## src/rtl/cd_clock_gen_pkg.sv

```systemverilog
// Shared constants for the clock-divider core: default divide ratios and channel count.
package cd_pack;
    localparam int CD_NUM_CH   = 4;
    localparam int CD_DIV_VGA  = 4;
    localparam int CD_DIV_UART = 54;
    localparam int CD_DIV_LM   = 100000;
    localparam int CD_DIV_DB   = 1000000;
endpackage

```

## src/rtl/cd_channel.sv

```systemverilog
// One divided-clock channel: wrap counter plus registered 50% clock and rising-edge tick.
module cd_channel #(
    parameter int DIV = 4
) (
    input  logic clk,
    input  logic rst_n,
    input  logic en,
    input  logic sync,
    output logic clk_out,
    output logic tick
);
    localparam int W = (DIV > 1) ? $clog2(DIV) : 1;
    localparam logic [W-1:0] LAST = W'(DIV - 1);
    localparam logic [W-1:0] HALF = W'(DIV / 2);

    // Odd or tiny ratios cannot give a 50% duty square wave.
    if (DIV < 2 || (DIV % 2) != 0) begin : g_bad_div
        $fatal(1, "cd_channel: DIV=%0d must be even and >= 2", DIV);
    end

    logic [W-1:0] cnt;

    always_ff @(posedge clk or negedge rst_n) begin
        if (!rst_n) begin
            cnt     <= '0;
            clk_out <= 1'b0;
            tick    <= 1'b0;
        end else if (!en || sync) begin
            cnt     <= '0;
            clk_out <= 1'b0;
            tick    <= 1'b0;
        end else begin
            cnt  <= (cnt == LAST) ? '0 : cnt + 1'b1;
            tick <= (cnt == '0);
            if (cnt == '0)
                clk_out <= 1'b1;
            else if (cnt == HALF)
                clk_out <= 1'b0;
        end
    end
endmodule

```

## src/rtl/cd_clock_gen.sv

```systemverilog
// Four independent even-ratio clock dividers sharing enable and phase-restart controls.
module cd_clock_gen
    import cd_pack::*;
#(
    parameter int DIV_VGA  = CD_DIV_VGA,
    parameter int DIV_UART = CD_DIV_UART,
    parameter int DIV_LM   = CD_DIV_LM,
    parameter int DIV_DB   = CD_DIV_DB
) (
    input  logic clk,
    input  logic rst_n,
    input  logic en,
    input  logic sync,
    output logic clk_VGA,
    output logic clk_UART,
    output logic clk_LM,
    output logic clk_DB,
    output logic tick_VGA,
    output logic tick_UART,
    output logic tick_LM,
    output logic tick_DB,
    output logic running
);
    localparam int DIVS [CD_NUM_CH] = '{DIV_VGA, DIV_UART, DIV_LM, DIV_DB};

    logic [CD_NUM_CH-1:0] clks;
    logic [CD_NUM_CH-1:0] ticks;

    for (genvar i = 0; i < CD_NUM_CH; i++) begin : g_ch
        cd_channel #(.DIV(DIVS[i])) u_ch (
            .clk     (clk),
            .rst_n   (rst_n),
            .en      (en),
            .sync    (sync),
            .clk_out (clks[i]),
            .tick    (ticks[i])
        );
    end

    assign {clk_DB, clk_LM, clk_UART, clk_VGA}     = clks;
    assign {tick_DB, tick_LM, tick_UART, tick_VGA} = ticks;

    // A restart edge still counts as running; only en low idles the core.
    always_ff @(posedge clk or negedge rst_n) begin
        if (!rst_n)
            running <= 1'b0;
        else
            running <= en;
    end
endmodule

```

## config.mk

```make
export PLATFORM = sky130hd
export DESIGN_NAME = cd_clock_gen
export DESIGN_NICKNAME = d
export VERILOG_FILES = /design/src/rtl/cd_clock_gen_pkg.sv /design/src/rtl/cd_channel.sv /design/src/rtl/cd_clock_gen.sv
export SDC_FILE = /design/constraint.sdc
export NUM_CORES = 1
export LEC_CHECK = 0
export BUFFER_PORTS_ARGS = -buffer_cell sky130_fd_sc_hd__buf_2
export CAP_MARGIN = 10
export CORE_MARGIN = 1
export CORE_UTILIZATION = 45
export CTS_BUF_LIST = sky130_fd_sc_hd__clkbuf_2 sky130_fd_sc_hd__clkbuf_4 sky130_fd_sc_hd__clkbuf_8
export DETAILED_ROUTE_END_ITERATION = 10
export GPL_TIMING_DRIVEN = 0
export PLACE_DENSITY = 0.66
export SLEW_MARGIN = 15
export SYNTH_ARGS = -nofsm -noshare
export SYNTH_HDL_FRONTEND = slang
export SYNTH_SLANG_ARGS = --single-unit
```

## constraint.sdc

```tcl
create_clock -name clk -period 2.2 [get_ports clk]
set_input_delay 0.66 -clock clk [delete_from_list [all_inputs] [get_ports clk]]
set_output_delay 0.66 -clock clk [all_outputs]
set_load 0.05 [all_outputs]
```

==> impl_metrics.json <==
{
  "drt-initial-drc-count": 121,
  "synth_ff_type": "dfrtp_1",
  "synth_mux_area_frac": 0,
  "cts_htree_levels": 2,
  "fin_worst_skew_ns": 0.01027,
  "drive_above_1_share": 0.1178,
  "switching_share": 0.2442,
  "power_density_nw_per_um2": 573.1,
  "overflow": 0,
  "synth_top_family_by_area": "simple AND/OR/NAND/NOR gates",
  "cts_sinks": 54,
  "post-dp-hpwl_mm": 3.432,
  "internal-power_uw": 1270,
  "ys_seq_area_frac": 0.5066,
  "synth_nets": 290,
  "cp.arrival_ns": 2.26,
  "io_pins": 13,
  "status": "completed",
  "cp-end-kind": "flip-flop",
  "synth_most_common_cell": "dfrtp_1",
  "max_stage_delay_ns": 0.47,
  "synth_edf_count": 0,
  "rsz0062_at_grt": "no",
  "clk_pin_slew_worst_paths_ns": 0.09,
  "grt_pass1_vias": 1901,
  "p_comb_frac": 0.075,
  "antenna_found_initial": 0,
  "clock_path_buffers": 2,
  "grt_pass1_wl_mm": 8.742,
  "p_sw_uw": 410.5,
  "syn_area_per_cell_sq_um": 9.665,
  "numPortBuffers": 12,
  "tightest_slew_ns": 0.6620,
  "setup_violations": 0,
  "cts-root-buf": "clkbuf_8",
  "route.detailed.drc": 0,
  "crit_path_start_kind": "flip-flop",
  "crit_family": "simple AND/OR/NAND/NOR gates",
  "synth-compound-area-share": 0.05816,
  "fin_ws_ns": 0.1744,
  "grt_max_degree": 55,
  "layout.nets": 311,
  "start_util": 0.4757,
  "synth_cell_type_count": 36,
  "detail-route-antenna-nets": 0,
  "avgRoutedWirePerCell_microns": 13.32,
  "drt-vias-per-instance": 5.461,
  "antenna_cells": 0,
  "synthSimpleGateAreaFrac": 0.2570,
  "die_h_microns": 78.99,
  "worstSkewPairLatency_ns": 0.31,
  "clkPwrFrac": 0.319,
  "setup_tns_ns": 0,
  "critPathMaxFanout": 5,
  "whs_ns": 0.3757,
  "die-width_microns": 78.99,
  "area_growth_pct": 9.944,
  "critical_path.cell_chain": "ha_1, nand4_1, or3_4, or4_1, a21oi_1",
  "slew_headroom": 0.5587,
  "peakVddDrop_mv": 0.3339,
  "path_buf_inv": 0,
  "yosys_register_bits": 54,
  "dieArea_sq_um": 6239,
  "synth_area_leaders": "dfrtp_1, nor2_1, xnor2_1",
  "wirelength_mm": 4.916,
  "slew_violations": 0,
  "syn_inst": 276,
  "netlist_area_sq_um": 2668,
  "synth_area_leader_cell": "dfrtp_1",
  "hold_path_class": "input pin to async pin",
  "dr.pass1.iters": 4,
  "finalPower_uw": 1681,
  "yosys_warnings": 0,
  "cp.required_ns": 2.44,
  "tritoncts": "built",
  "synth_xor_area_frac": 0.09522,
  "maxCapViolations": 0,
  "rows": 27,
  "final_core_util": 0.5230,
  "post-route-period-util": 0.9207,
  "p_seq_frac": 0.606,
  "leakagePower_uw": 0.001202,
  "grt_use_total": 0.1803,
  "period_needed_ns": 2.026,
  "numCtsBuffers": 5,
  "synth_adder_area_share": 0.04690,
  "async_flop_share": 1.000,
  "yosys-top-cells-count": "dfrtp_1, nor2_1, xnor2_1",
  "slowest_stage": "or4_1",
  "clock.fmax_mhz": 493.7,
  "hold_viol_final": 0,
  "core_sq_um": 5608,
  "crit_type": "flip-flop to flip-flop",
  "gp_routability_congestion": 0.8626,
  "post-place-ws_ns": -0.1471,
  "vias": 2015,
  "yosysTopAreaCellShare": 0.5066
}
layer usage:
metal / wire (microns) / track usage / share of wire / vias up
met1: 2420 / 0.2617 / 0.49 / 967
met4: 82 / 0.07091 / 0.017 / 0
met2: 2188 / 0.2647 / 0.45 / 45
met5: 0 / 0 / 0 / -
li1: - / - / - / 995
met3: 224 / 0.03563 / 0.046 / 8
sequential cells by signal, indices dropped and copies added, names as in the netlist:
| signal | count |
|---|---|
| g_ch.u_ch.clk_out | 4 |
| g_ch.u_ch.cnt | 45 |
| g_ch.u_ch.tick | 4 |
| running | 1 |
power by group through the flow:
stage	clock network [uW]	registers [uW]	logic (uW)
detailed placement	0	1040	127
floorplan	0	1070	42.4
global route	597	1020	141
global placement	0	1040	125
finish	536	1020	126
CTS	563	1020	128
final cells by class:
type | count | area, sq um
plain buffers | 7 | 31.28
clock buffers | 6 | 76.32
clock inverters | 1 | 7.507
fillers | 544 | 2675
inverters | 18 | 67.56
multi-input cells | 197 | 1231
flip-flops and latches | 54 | 1351
well taps | 72 | 90.09
repair buffers | 14 | 77.57
per-stage QoR:
stage / instance area [sq um] / std cells
5_1_grt: 2933 / 369
3_5_place_dp: 2820 / 360
3_3_place_gp: 2818 / 360
4_1_cts: 2908 / 367
6_report: 2933 / 369
2_1_floorplan: 2668 / 276
cells in the final DEF (no fill, tap or decap), types with 5 or more instances in the layout:
cell type	n
dfrtp_1	54
nor2_1	46
xnor2_1	19
inv_1	18
nand3_1	14
nand2_1	14
nor4_1	13
nand4_1	12
buf_2	12
a21oi_1	11
xor2_1	10
ha_1	10
nor3_1	7
clkbuf_8	5
final timing paths:
check                                         startpoint                        endpoint  slack (ns)  cells after the start
setup reg to reg           g_ch[2].u_ch.cnt[0]$_DFF_PN0_  g_ch[2].u_ch.cnt[16]$_DFF_PN0_        0.17                      5
hold reg to reg            g_ch[0].u_ch.cnt[0]$_DFF_PN0_   g_ch[0].u_ch.cnt[0]$_DFF_PN0_        0.47                      1
hold / removal                                     rst_n   g_ch[1].u_ch.cnt[2]$_DFF_PN0_        0.38                      1
max in group asynchronous                          rst_n   g_ch[3].u_ch.cnt[7]$_DFF_PN0_        1.37                      1
min in group clk           g_ch[0].u_ch.cnt[0]$_DFF_PN0_   g_ch[0].u_ch.cnt[0]$_DFF_PN0_        0.47                      1
setup / recovery           g_ch[2].u_ch.cnt[0]$_DFF_PN0_  g_ch[2].u_ch.cnt[16]$_DFF_PN0_        0.17                      5
cell families (layout without fill, tap and decap cells):
kind of cell    count (synthesis)  count (layout)
compound gates                 26              26
buf+inv                        25              46
flops                          54              54
simple gates                  132             132
fa+ha+maj                      10              10
xor+xnor                       29              29
what timing repair did:
| action | in CTS | in global routing |
|---|---|---|
| hold buffers | 0 | 0 |
| resized for setup | 1 | 5 |
| setup buffers | 0 | 2 |
| hold endpoints to repair | 0 | 0 |
| endpoints found under the setup margin | 10 | 21 |
Note: power is estimated with default switching activity, not from simulation.
